**src/rtl/led_scheduler_if.sv**
```systemverilog
// Request/grant bundle between LED requesters and led_scheduler.
interface led_scheduler_if #(
  parameter int N_REQ = 4
);
  logic [N_REQ-1:0]   req;
  logic [2*N_REQ-1:0] mode;
  logic [N_REQ-1:0]   grant;
  logic               busy;

  modport master (output req, output mode, input grant, input busy);
  modport slave  (input req, input mode, output grant, output busy);
endinterface

```
**src/rtl/led_scheduler.sv**
```systemverilog
// Round-robin time-sharing of one LED among N_REQ requesters with dwell limit and off-gap.
// Optional LED_PWM_EN dims every "on" value to 25% duty.
module led_scheduler #(
  parameter int N_REQ       = 4,
  parameter int CLK_HZ      = 100000000,
  parameter int TICK_HZ     = 1000,
  parameter int DWELL_TICKS = 500,
  parameter int GAP_TICKS   = 50,
  parameter int SLOW_HALF   = 250,
  parameter int FAST_HALF   = 50
) (
  input  logic             CLK100MHZ,
  input  logic             RST,
  led_scheduler_if.slave   bus,
  output logic             LED
);
  localparam int DIV = CLK_HZ / TICK_HZ;
  localparam int PW  = $clog2(DIV - 1) + 1;
  localparam int DW  = $clog2(DWELL_TICKS) + 1;
  localparam int GW  = $clog2(GAP_TICKS) + 1;
  localparam int HMX = (SLOW_HALF > FAST_HALF) ? SLOW_HALF : FAST_HALF;
  localparam int HW  = $clog2(HMX) + 1;
  localparam int IW  = (N_REQ > 1) ? $clog2(N_REQ) : 1;

  typedef enum logic [1:0] {IDLE = 2'd0, GRANT = 2'd1, GAP = 2'd2} state_t;

  state_t           state_r, state_s;
  logic [PW-1:0]    pre_r;
  logic [IW-1:0]    ptr_r, ptr_s, owner_r, owner_s, pick_s;
  logic [N_REQ-1:0] grant_r, grant_s;
  logic [DW-1:0]    dwell_r, dwell_s;
  logic [GW-1:0]    gap_r, gap_s;
  logic [HW-1:0]    half_r, half_s, half_lim_s;
  logic             phase_r, phase_s;
  logic             led_r, led_s, busy_r, busy_s, on_s;
  logic [1:0]       owner_mode_s, pick_mode_s;
  logic             tick_s, owner_req_s, others_s, dwell_hit_s, gap_hit_s;
  logic             blink_s, toggle_s;

  function automatic logic [IW-1:0] rr_pick(input logic [N_REQ-1:0] r, input logic [IW-1:0] p);
    logic [IW-1:0] pick;
    logic [IW-1:0] ci;
    logic          found;
    logic          hit;
    int            c;
    pick  = p;
    found = 1'b0;
    for (int i = 0; i < N_REQ; i++) begin
      c     = (int'(p) + i >= N_REQ) ? int'(p) + i - N_REQ : int'(p) + i;
      ci    = IW'(c);
      hit   = !found && r[ci];
      pick  = hit ? ci : pick;
      found = found | hit;
    end
    return pick;
  endfunction

  function automatic logic [1:0] mode_of(input logic [2*N_REQ-1:0] m, input logic [IW-1:0] idx);
    logic [1:0] sel;
    sel = 2'b00;
    for (int i = 0; i < N_REQ; i++) begin
      sel = (idx == IW'(i)) ? m[2*i +: 2] : sel;
    end
    return sel;
  endfunction

  function automatic logic [N_REQ-1:0] onehot(input logic [IW-1:0] idx);
    logic [N_REQ-1:0] oh;
    for (int i = 0; i < N_REQ; i++) begin
      oh[i] = (idx == IW'(i));
    end
    return oh;
  endfunction

  function automatic logic led_val(input logic [1:0] md, input logic ph);
    logic v;
    case (md)
      2'b00:   v = 1'b0;
      2'b01:   v = 1'b1;
      2'b10:   v = ph;
      2'b11:   v = ph;
      default: v = 1'b0;
    endcase
    return v;
  endfunction

  assign tick_s       = (pre_r == PW'(DIV - 1));
  assign pick_s       = rr_pick(bus.req, ptr_r);
  assign pick_mode_s  = mode_of(bus.mode, pick_s);
  assign owner_mode_s = mode_of(bus.mode, owner_r);
  assign owner_req_s  = |(bus.req & grant_r);
  assign others_s     = |(bus.req & ~grant_r);
  assign dwell_hit_s  = tick_s && (dwell_r == DW'(DWELL_TICKS - 1));
  assign gap_hit_s    = tick_s && (gap_r == GW'(GAP_TICKS - 1));
  assign blink_s      = owner_mode_s[1];
  assign half_lim_s   = (owner_mode_s == 2'b11) ? HW'(FAST_HALF - 1) : HW'(SLOW_HALF - 1);
  // A mode switch from slow to fast can leave half_r above the new limit; >= fires at once.
  assign toggle_s     = tick_s && blink_s && (half_r >= half_lim_s);

`ifdef LED_PWM_EN
  logic [1:0] pwm_r;

  // Free-running dimming counter.
  always_ff @(posedge CLK100MHZ) begin
    if (RST) begin
      pwm_r <= 2'd0;
    end else begin
      pwm_r <= pwm_r + 2'd1;
    end
  end

  assign on_s = (pwm_r == 2'd0);
`else
  assign on_s = 1'b1;
`endif

  // Next-state, counter and output decode.
  always_comb begin
    state_s = state_r;
    ptr_s   = ptr_r;
    owner_s = owner_r;
    grant_s = grant_r;
    dwell_s = dwell_r;
    gap_s   = gap_r;
    half_s  = half_r;
    phase_s = phase_r;
    led_s   = 1'b0;
    case (state_r)
      IDLE: begin
        if (|bus.req) begin
          state_s = GRANT;
          owner_s = pick_s;
          grant_s = onehot(pick_s);
          dwell_s = {DW{1'b0}};
          half_s  = {HW{1'b0}};
          phase_s = 1'b1;
          led_s   = led_val(pick_mode_s, 1'b1);
        end else begin
          grant_s = {N_REQ{1'b0}};
        end
      end
      GRANT: begin
        if (!owner_req_s || (dwell_hit_s && others_s)) begin
          state_s = GAP;
          grant_s = {N_REQ{1'b0}};
          gap_s   = {GW{1'b0}};
          ptr_s   = (owner_r == IW'(N_REQ - 1)) ? {IW{1'b0}} : owner_r + IW'(1'b1);
        end else begin
          dwell_s = dwell_hit_s ? {DW{1'b0}} : dwell_r + DW'(tick_s);
          half_s  = toggle_s ? {HW{1'b0}} :
                    (tick_s && blink_s) ? half_r + HW'(1'b1) : half_r;
          phase_s = toggle_s ? ~phase_r : phase_r;
          led_s   = led_val(owner_mode_s, phase_s);
        end
      end
      GAP: begin
        grant_s = {N_REQ{1'b0}};
        if (gap_hit_s) begin
          state_s = IDLE;
        end else begin
          gap_s = gap_r + GW'(tick_s);
        end
      end
      default: begin
        state_s = IDLE;
        grant_s = {N_REQ{1'b0}};
      end
    endcase
    busy_s = (state_s != IDLE);
  end

  // State, counters and registered outputs.
  always_ff @(posedge CLK100MHZ) begin
    if (RST) begin
      state_r <= IDLE;
      pre_r   <= {PW{1'b0}};
      ptr_r   <= {IW{1'b0}};
      owner_r <= {IW{1'b0}};
      grant_r <= {N_REQ{1'b0}};
      dwell_r <= {DW{1'b0}};
      gap_r   <= {GW{1'b0}};
      half_r  <= {HW{1'b0}};
      phase_r <= 1'b1;
      led_r   <= 1'b0;
      busy_r  <= 1'b0;
    end else begin
      state_r <= state_s;
      pre_r   <= tick_s ? {PW{1'b0}} : pre_r + PW'(1'b1);
      ptr_r   <= ptr_s;
      owner_r <= owner_s;
      grant_r <= grant_s;
      dwell_r <= dwell_s;
      gap_r   <= gap_s;
      half_r  <= half_s;
      phase_r <= phase_s;
      led_r   <= led_s & on_s;
      busy_r  <= busy_s;
    end
  end

  assign LED       = led_r;
  assign bus.grant = grant_r;
  assign bus.busy  = busy_r;
endmodule

```
**src/flat_wrapper.sv**
```systemverilog
// flat-port wrapper written by rule: the top's interface ports become plain ports
module led_scheduler_flat 
#(
  parameter int N_REQ       = 4,
  parameter int CLK_HZ      = 100000000,
  parameter int TICK_HZ     = 1000,
  parameter int DWELL_TICKS = 500,
  parameter int GAP_TICKS   = 50,
  parameter int SLOW_HALF   = 250,
  parameter int FAST_HALF   = 50
)
  (CLK100MHZ, RST, LED, bus_req, bus_mode, bus_grant, bus_busy);
  led_scheduler_if #(.N_REQ(N_REQ)) bus_i ();
  input  logic CLK100MHZ;
  input  logic RST;
  output logic LED;
  input wire logic [$bits(bus_i.req)-1:0] bus_req;
  input wire logic [$bits(bus_i.mode)-1:0] bus_mode;
  output wire logic [$bits(bus_i.grant)-1:0] bus_grant;
  output wire logic [$bits(bus_i.busy)-1:0] bus_busy;
  assign bus_i.req = bus_req;
  assign bus_i.mode = bus_mode;
  assign bus_grant = bus_i.grant;
  assign bus_busy = bus_i.busy;
  led_scheduler #(.N_REQ(N_REQ), .CLK_HZ(CLK_HZ), .TICK_HZ(TICK_HZ), .DWELL_TICKS(DWELL_TICKS), .GAP_TICKS(GAP_TICKS), .SLOW_HALF(SLOW_HALF), .FAST_HALF(FAST_HALF)) u_core (.CLK100MHZ(CLK100MHZ), .RST(RST), .bus(bus_i), .LED(LED));
endmodule
```
**config.mk**
```make
export PLATFORM = sky130hd
export DESIGN_NAME = led_scheduler_flat
export DESIGN_NICKNAME = d
export VERILOG_FILES = /design/src/rtl/led_scheduler_if.sv /design/src/rtl/led_scheduler.sv /design/src/flat_wrapper.sv
export SDC_FILE = /design/constraint.sdc
export NUM_CORES = 1
export LEC_CHECK = 0
export CORE_MARGIN = 5
export CORE_UTILIZATION = 32
export DETAILED_ROUTE_END_ITERATION = 12
export SLEW_MARGIN = 20
export SYNTH_ARGS = -nofsm -noshare
export SYNTH_HDL_FRONTEND = slang
export SYNTH_SLANG_ARGS = --single-unit
export TNS_END_PERCENT = 50
```
**constraint.sdc**
```tcl
create_clock -name CLK100MHZ -period 4.6 [get_ports CLK100MHZ]
set_input_delay 0.92 -clock CLK100MHZ [delete_from_list [all_inputs] [get_ports CLK100MHZ]]
set_output_delay 0.92 -clock CLK100MHZ [all_outputs]
set_load 0.005 [all_outputs]
```
==> PnR_summary.wiki, run 1 <==
{| class="wikitable"
! Metric !! Value
|-
| Status || finished, final reports clean
|-
| Leading post-synthesis cells by cell area || sky130_fd_sc_hd__dfxtp_1, sky130_fd_sc_hd__nor2_1, sky130_fd_sc_hd__xor2_1
|-
| Post-Syn Nets || 411
|-
| First-pass GRT wire length || 11510 µm
|-
| Post-cts resize count || 0
|-
| Number of buffers added to fix hold violations after cts || 0
|-
| Final Critical Period || 3.312 ns
|-
| Data required time at the worst endpoint || 4.85 ns
|-
| Max stage delay cell, worst path || sky130_fd_sc_hd__and3_1
|-
| Initial antenna violation count || 0
|-
| Final critical-path setup slack || 1.288 ns
|-
| Switching share of total power || 35.43%
|-
| Number of antenna repair diodes || 0
|-
| Fmax || 301.9 MHz
|-
| Post-synthesis cell type count || 49
|-
| Slew at the pin closest to its max-slew limit || 0.8302 ns
|-
| Remaining number of nets flagged by the antenna check after routing || 0
|-
| Startpoint type of the worst setup path || primary input
|-
| Register area share after synthesis || 36.70%
|-
| Number of design-rule violations left by the first detailed-router iteration || 95
|-
| Hold Vio Cnt, Final || 0
|-
| Cell taking the most area after synthesis || sky130_fd_sc_hd__dfxtp_1
|-
| Width of the chip || 108.6 µm
|-
| Die footprint || 11790 µm²
|-
| Total half-perimeter wirelength after legalization and detailed placement || 4789 µm
|-
| Peak supply drop || 0.2161 mV
|-
| Reported leakage power || 1.344 nW
|-
| Total of flip-flops plus latches after synthesis || 57
|-
| Proportion of power drawn by flip-flops and latches || 36.0%
|-
| Post-placement setup slack || 0.9432 ns
|-
| Async S/R FF share, synth || 0%
|-
| Buffering stage count on the worst path with inverters included || 1
|-
| Worst min-delay path class || reg -> reg
|-
| Capturing element type of the critical path || flip-flop
|-
| Worst Clk Skew || 0.007510 ns
|-
| Max-capacitance violation count || 0
|-
| Post-CTS setup repair buffer count || 0
|-
| Row cnt || 36
|-
| Fin. max-slew vios || 0
|-
| Number of buffers between clock root and the deepest sink || 2
|-
| Setup violation total in the final timing report || 0
|-
| Power density relative to cell area || 443.8 nW/µm²
|-
| Cell repeated most along the worst path || sky130_fd_sc_hd__a21oi_1
|-
| IO Port Bufs || 19
|-
| Internal Pwr Total || 1.044 mW
|-
| Sinks on Clock Net || 57
|-
| Final Wtd Congestion || 0.8047
|-
| DRT Pass-1 Iters || 4
|-
| Drt wl/cell || 12.35 µm
|-
| Starting density of the core || 32.26%
|-
| Startpoint-to-endpoint class of the critical path || in -> reg
|-
| Root Driver || sky130_fd_sc_hd__clkbuf_8
|-
| Netlist Area Pre-Place || 3109 µm²
|-
| Proportion of netlist area held by the largest area contributor || 36.70%
|-
| GR Overflow Total || 0
|-
| DRC || 0
|-
| Top-level I/O count || 20
|-
| Number of global-route vias before repair || 2575
|-
| Synthesis-to-layout area growth || 17.18%
|-
| Cell family with most CP delay || simple AND/OR/NAND/NOR gates
|-
| Nets || 431
|-
| Area inside the core boundary || 9639 µm²
|-
| Setup repair after global routing missed its margin || no
|-
| Most used flip-flop cell after synthesis || sky130_fd_sc_hd__dfxtp_1
|-
| Cell-by-cell trace of the critical path || clkdlybuf4s50_1 > a22o_1 > a221oi_1 > a21oi_1 > and3_1 > nand2_4 > or4_1 > a21oi_1
|-
| Setup tns final || 0 ns
|-
| Number of synthesized flops with an enable pin || 0
|-
| Overall via count from detail_route || 2699
|-
| CTS H-tree lvls || 3
|-
| Yosys warning count || 0
|-
| Gate Count Post-Synth || 382
|-
| Largest fanout of any net on the critical path || 20
|-
| Pin count of the biggest net entering global routing || 23
|-
| Switching pwr || 0.5729 mW
|-
| Total wire length after detailed routing || 6670 µm
|-
| Worst-case headroom to the max-slew limit || 44.48%
|-
| Number of buffers inserted during clock tree synthesis || 9
|-
| Largest incremental delay on the critical path || 0.70 ns
|-
| Syn avg cell area || 8.139 µm²
|-
| Share of total power in the clock network || 31.2%
|-
| TritonCTS clock tree || yes
|-
| Average vias per placed instance || 4.998
|-
| Clock transition at path regs || 0.07 ns
|-
| Number of filler cells placed in the layout || 997
|-
| Fraction of layout instances using a drive strength above 1 || 5.897%
|-
| Data arrival time of the critical path || 3.57 ns
|-
| Gate power share || 32.9%
|-
| Clock latency reported for the late side of the worst-skew pair || 0.34 ns
|-
| All-Layer GR Usage || 12.15%
|-
| Final cycle utilization of the critical path || 72.00%
|-
| Die span in y || 108.6 µm
|}
-- state kept, by name (all words and copies together) (netlist names) --
signal / flops
u_core.phase_r: 1
u_core.gap_r: 7
u_core.bus.busy: 1
u_core.bus.grant: 4
u_core.owner_r: 2
u_core.half_r: 9
u_core.LED: 1
u_core.ptr_r: 2
u_core.dwell_r: 10
u_core.pre_r: 18
u_core.state_r: 2
-- placed cells by master, fill, tap and decap left out, drive strengths merged, types with 3 or more instances in the layout --
cell | netlist | final
nor2 | 60 | 60
dfxtp | 57 | 57
nand2 | 26 | 26
nand3 | 24 | 24
xor2 | 22 | 22
a21oi | 20 | 20
clkdlybuf4s50 | 0 | 19
o21ai | 17 | 17
inv | 16 | 16
ha | 15 | 15
and3 | 11 | 11
clkbuf | 10 | 10
nand4 | 9 | 9
nor4 | 9 | 9
xnor2 | 9 | 9
or3 | 8 | 8
or4 | 7 | 7
nor3 | 7 | 7
mux2i | 6 | 6
and4 | 5 | 5
nand2b | 5 | 5
and2 | 3 | 3
a211oi | 3 | 3
or2 | 3 | 3
o21bai | 3 | 3
nor2b | 3 | 3
a22oi | 3 | 3
clkinv | 0 | 3
-- worst reg2reg max path, stage by stage (launching register included) --
cell and delay, ns:
sky130_fd_sc_hd__dfxtp_1 0.38, sky130_fd_sc_hd__or4b_1 0.55, sky130_fd_sc_hd__or4_1 0.47, sky130_fd_sc_hd__or3_4 0.42
sky130_fd_sc_hd__inv_1 0.13, sky130_fd_sc_hd__ha_1 0.22, sky130_fd_sc_hd__ha_1 0.20, sky130_fd_sc_hd__nand3_1 0.13
sky130_fd_sc_hd__nor4_1 0.25, sky130_fd_sc_hd__xnor2_1 0.16, sky130_fd_sc_hd__nor2_1 0.05
-- Yosys cell counts, types with 2 or more instances --
cell type	instances
sky130_fd_sc_hd__nor2_1	60
sky130_fd_sc_hd__dfxtp_1	57
sky130_fd_sc_hd__and3_2	2
sky130_fd_sc_hd__clkbuf_1	10
sky130_fd_sc_hd__inv_1	16
sky130_fd_sc_hd__o21ai_0	15
sky130_fd_sc_hd__or4_1	7
sky130_fd_sc_hd__nand4_1	9
sky130_fd_sc_hd__nand3_1	24
sky130_fd_sc_hd__a22oi_1	3
sky130_fd_sc_hd__nor3_1	7
sky130_fd_sc_hd__and2_1	3
sky130_fd_sc_hd__or4b_1	2
sky130_fd_sc_hd__a211oi_1	3
sky130_fd_sc_hd__ha_1	15
sky130_fd_sc_hd__o21a_1	2
sky130_fd_sc_hd__or3_1	7
sky130_fd_sc_hd__nor4_1	9
sky130_fd_sc_hd__and3_1	9
sky130_fd_sc_hd__a21oi_1	20
sky130_fd_sc_hd__o21bai_1	3
sky130_fd_sc_hd__and4_1	5
sky130_fd_sc_hd__nor2b_1	3
sky130_fd_sc_hd__mux2i_1	6
sky130_fd_sc_hd__xnor2_1	9
sky130_fd_sc_hd__a21o_1	2
sky130_fd_sc_hd__nand2_1	25
sky130_fd_sc_hd__nand2b_1	5
sky130_fd_sc_hd__or2_2	3
sky130_fd_sc_hd__xor2_1	22
-- worst paths after layout --
kind              slack (ns)               end            start  cells past startpoint
setup / recovery        1.29  u_core.half_r[5]       bus_req[3]                      8
hold / removal          0.47   u_core.pre_r[0]  u_core.pre_r[0]                      1
setup reg to reg        1.54   u_core.gap_r[6]  u_core.pre_r[6]                     10
hold reg to reg         0.47   u_core.pre_r[0]  u_core.pre_r[0]                      1
-- logic make-up (layout without fill, tap and decap cells) --
kind of cell / after synthesis / after routing / share of synthesized area (%)
AO/OA/AOI/OAI: 60 / 60 / 12.15
XOR/XNOR: 31 / 31 / 8.732
adder cells (fa/ha/maj): 15 / 15 / 6.036
buffers and inverters: 26 / 51 / 3.139
flip-flops: 57 / 57 / 36.70
multiplexers: 6 / 6 / 1.932
AND/OR/NAND/NOR: 187 / 187 / 31.31
-- per-stage QoR --
| step | instances | util [%] | hold slack, ns | total power, mW | cell area [µm²] |
|---|---|---|---|---|---|
| after global placement | 524 | 35.57 | 0.4420 | 1.114 | 3428 |
| after detailed placement | 524 | 35.57 | 0.4730 | 1.124 | 3428 |
| after global routing | 540 | 37.80 | 0.5035 | 1.731 | 3643 |
| after floorplan | 382 | - | 0.4298 | 0.9713 | 3109 |
| final | 540 | 37.80 | 0.4748 | 1.617 | 3643 |
| after CTS | 540 | 37.75 | 0.4877 | 1.634 | 3638 |
-- cell type report --
cell class	count	area [µm²]	area share, %
Timing Repair Buffer	19	190.2	5.220
Clock buffer	10	127.6	3.503
Sequential cell	57	1141	31.32
Multi-Input combinational cell	299	1876	51.48
Tap cell	133	166.4	4.567
Clock inverter	6	82.58	2.266
Inverter	16	60.06	1.648
-- metal layers --
layer  vias up  wire (µm)  part of all wire (%)  GRT usage [%]
li1       1388          -                     -              -
met1      1260       3241                    49          15.04
met2        43       3012                    45          19.90
met3         8        323                   4.8          3.463
met4         0         92                   1.4          4.779
met5         -          0                     0              0
-- power groups by stage --
stage | combinational, mW | clock (mW) | sequential, mW
after floorplan | 0.390 | 0 | 0.581
after global placement | 0.522 | 0 | 0.592
after detailed placement | 0.533 | 0 | 0.591
after CTS | 0.534 | 0.519 | 0.581
after global routing | 0.599 | 0.543 | 0.589
final | 0.531 | 0.504 | 0.581
No activity file was read; power rests on OpenSTA's default activity.
==> run 2: changes to the inputs <==
clock period = 3.21 ns   (was 4.6 ns; I/O delays follow)
==> PnR_summary.wiki, run 2 (synthesis results as in run 1) <==
{| class="wikitable"
! Metric !! Value
|-
| Setup violation total in the final timing report || 0 (unchanged)
|-
| Util after Layout || 38.21% (+0.42 points)
|-
| Status || finished, final reports clean
|-
| Die span in y || 108.6 µm (unchanged)
|-
| Peak supply drop || 0.2925 mV (+35%)
|-
| Data required time at the worst endpoint || 3.42 ns (-1.43 ns)
|-
| Slew at the pin closest to its max-slew limit || 0.7218 ns (-0.1084 ns)
|-
| Top-level I/O count || 20 (unchanged)
|-
| Die footprint || 11790 µm² (unchanged)
|-
| Synthesis-to-layout area growth || 18.47%
|-
| Max-capacitance violation count || 0 (unchanged)
|-
| Number of buffers between clock root and the deepest sink || 2 (unchanged)
|-
| R2r setup slk || 0.20 ns (-1.34 ns)
|-
| TritonCTS clock tree || yes
|-
| Area inside the core boundary || 9639 µm² (unchanged)
|-
| Clock latency reported for the late side of the worst-skew pair || 0.33 ns (about the same)
|-
| Number of global-route vias before repair || 2688 (+4.4%)
|-
| Critical register-to-register path startpoint || u_core.pre_r[6]
|-
| Largest fanout of any net on the critical path || 7 (-65%)
|-
| Final cycle utilization of the critical path || 93.81%
|-
| Final critical-path setup slack || 0.1987 ns (-1.089 ns)
|-
| Fin. max-slew vios || 0 (unchanged)
|-
| CTS H-tree lvls || 3 (unchanged)
|-
| Number of buffers added to fix hold violations after cts || 0 (unchanged)
|-
| DRC || 0 (unchanged)
|-
| Largest incremental delay on the critical path || 0.51 ns (-0.19 ns)
|-
| Final Wtd Congestion || 0.8211 (+2.0%)
|-
| Capturing element type of the critical path || flip-flop
|-
| Cell-by-cell trace of the critical path || or4b_1 > or4_1 > or3_4 > inv_2 > ha_2 > ha_1 > nand3_2 > nor4_2 > xnor2_1 > nor2_1
|-
| Starting density of the core || 32.26% (unchanged)
|-
| Setup repair after global routing missed its margin || no
|-
| Endpoint of the lowest-slack register-to-register path || u_core.gap_r[6]
|-
| DRT Pass-1 Iters || 4 (unchanged)
|-
| Power density relative to cell area || 612.4 nW/µm² (+38%)
|-
| Commonest cells after routing, fill and taps aside || sky130_fd_sc_hd__nor2_1, sky130_fd_sc_hd__dfxtp_1, sky130_fd_sc_hd__nand2_1, sky130_fd_sc_hd__nand3_1, sky130_fd_sc_hd__xor2_1
|-
| Fraction of layout instances using a drive strength above 1 || 7.990% (+2.1 points)
|-
| Nets || 439 (+1.9%)
|-
| Number of design-rule violations left by the first detailed-router iteration || 137 (+44%)
|-
| Hold Vio Cnt, Final || 0 (unchanged)
|-
| Row cnt || 36 (unchanged)
|-
| Startpoint of the worst setup timing path || u_core.pre_r[6]
|-
| All-Layer GR Usage || 12.70% (+0.55 points)
|-
| Post-CTS setup repair buffer count || 0 (unchanged)
|-
| Post-placement setup slack || -0.1389 ns (-1.082 ns)
|-
| Post-cts resize count || 0 (unchanged)
|-
| Number of buffers inserted during clock tree synthesis || 9 (unchanged)
|-
| Reported leakage power || 1.357 nW (+1.0%)
|-
| Worst min-delay path class || reg -> reg
|-
| Number of antenna repair diodes || 0 (unchanged)
|-
| Remaining number of nets flagged by the antenna check after routing || 0 (unchanged)
|-
| IO Port Bufs || 19 (unchanged)
|-
| Overall via count from detail_route || 2719 (+0.74%)
|-
| Startpoint type of the worst setup path || flip-flop
|-
| Worst Clk Skew || 0.01026 ns (+0.002750 ns)
|-
| Clock transition at path regs || 0.06 ns (about the same)
|-
| Instance count after placement with tap cells included || 532 (+1.5%)
|-
| Depth of the worst register-to-register path || 10 (unchanged)
|-
| Worst-case headroom to the max-slew limit || 51.62% (+7.1 points)
|-
| Worst setup endpoint || u_core.gap_r[6]
|-
| Drt wl/cell || 12.60 µm (+2.0%)
|-
| Biggest register || u_core.pre_r
|-
| Pin count of the biggest net entering global routing || 21 (-8.7%)
|-
| Initial antenna violation count || 0 (unchanged)
|-
| Width of the chip || 108.6 µm (unchanged)
|-
| Hold path start || u_core.pre_r[0]
|-
| Average vias per placed instance || 4.980 (-0.37%)
|-
| Finished Layout Cells || 546 (+1.1%)
|-
| Sinks on Clock Net || 57 (unchanged)
|-
| Max stage delay cell, worst path || sky130_fd_sc_hd__or4b_1
|-
| Data arrival time of the critical path || 3.22 ns (-0.35 ns)
|-
| Max FFs per register || 18 (unchanged)
|-
| Total half-perimeter wirelength after legalization and detailed placement || 5057 µm (+5.6%)
|-
| Startpoint-to-endpoint class of the critical path || reg -> reg
|-
| GR Overflow Total || 0 (unchanged)
|-
| First-pass GRT wire length || 11920 µm (+3.6%)
|-
| Biggest registers after layout || u_core.pre_r x18, u_core.dwell_r x10, u_core.half_r x9
|-
| Total wire length after detailed routing || 6881 µm (+3.2%)
|-
| Root Driver || sky130_fd_sc_hd__clkbuf_8
|-
| Final Critical Period || 3.011 ns
|-
| Most common library cell in the layout ignoring fill and taps || sky130_fd_sc_hd__nor2_1
|-
| Fmax || 332.1 MHz
|}
-- run 2: final cells by class --
class | count | area, µm²
Clock buffer | 14 | 162.7
Multi-Input combinational cell | 299 | 1889
Fill cell | 1026 | 5956
Timing Repair Buffer | 27 | 262.8
Tap cell | 133 | 166.4
Sequential cell | 57 | 1142
Inverter | 16 | 60.06
-- run 2: worst max-delay path, delay by kind of cell, from the launching register on --
family	cells	cell delay [ns]
DFF	1	0.35
adders and majority gates	2	0.41
buffers and inverters	1	0.10
and+or+nand+nor	6	1.87
xor gates and xnor gates	1	0.17
-- run 2: how the worst min path moves through the flow --
stage	end	slack (ns)	cells past startpoint
5_1_grt	u_core.pre_r[0]	0.50	1
6_report	u_core.pre_r[0]	0.47	1
4_1_cts	u_core.pre_r[0]	0.47	1
2_1_floorplan	u_core.pre_r[0]	0.43	1
3_5_place_dp	u_core.pre_r[0]	0.46	1
3_3_place_gp	u_core.pre_r[0]	0.44	1
-- run 2: metrics by stage --
stage                     hold WS (ns)  instance area, µm²  TNS [ns]  power (mW)
after global placement          0.4424                3501  -0.07064       1.679
final                           0.4697                3684         0       2.256
after CTS                       0.4702                3664         0       2.280
after floorplan                 0.4298                3109         0       1.392
after global routing            0.5024                3684         0       2.426
after detailed placement        0.4566                3501   -0.5853       1.689
-- run 2: report_power, final --
| part | switching [mW] | internal [mW] |
|---|---|---|
| clock network | 0.261 | 0.315 |
| registers | 0.0630 | 0.772 |
| logic | 0.491 | 0.354 |
| total | 0.815 | 1.44 |
-- run 2: per-layer routing --
layer / global-route usage [%] / up-vias / share of wire [%]
met5: 0 / - / 0
met4: 5.050 / 0 / 1.2
met3: 3.582 / 7 / 3.5
met2: 21.14 / 38 / 47
met1: 15.43 / 1261 / 48
li1: - / 1413 / -
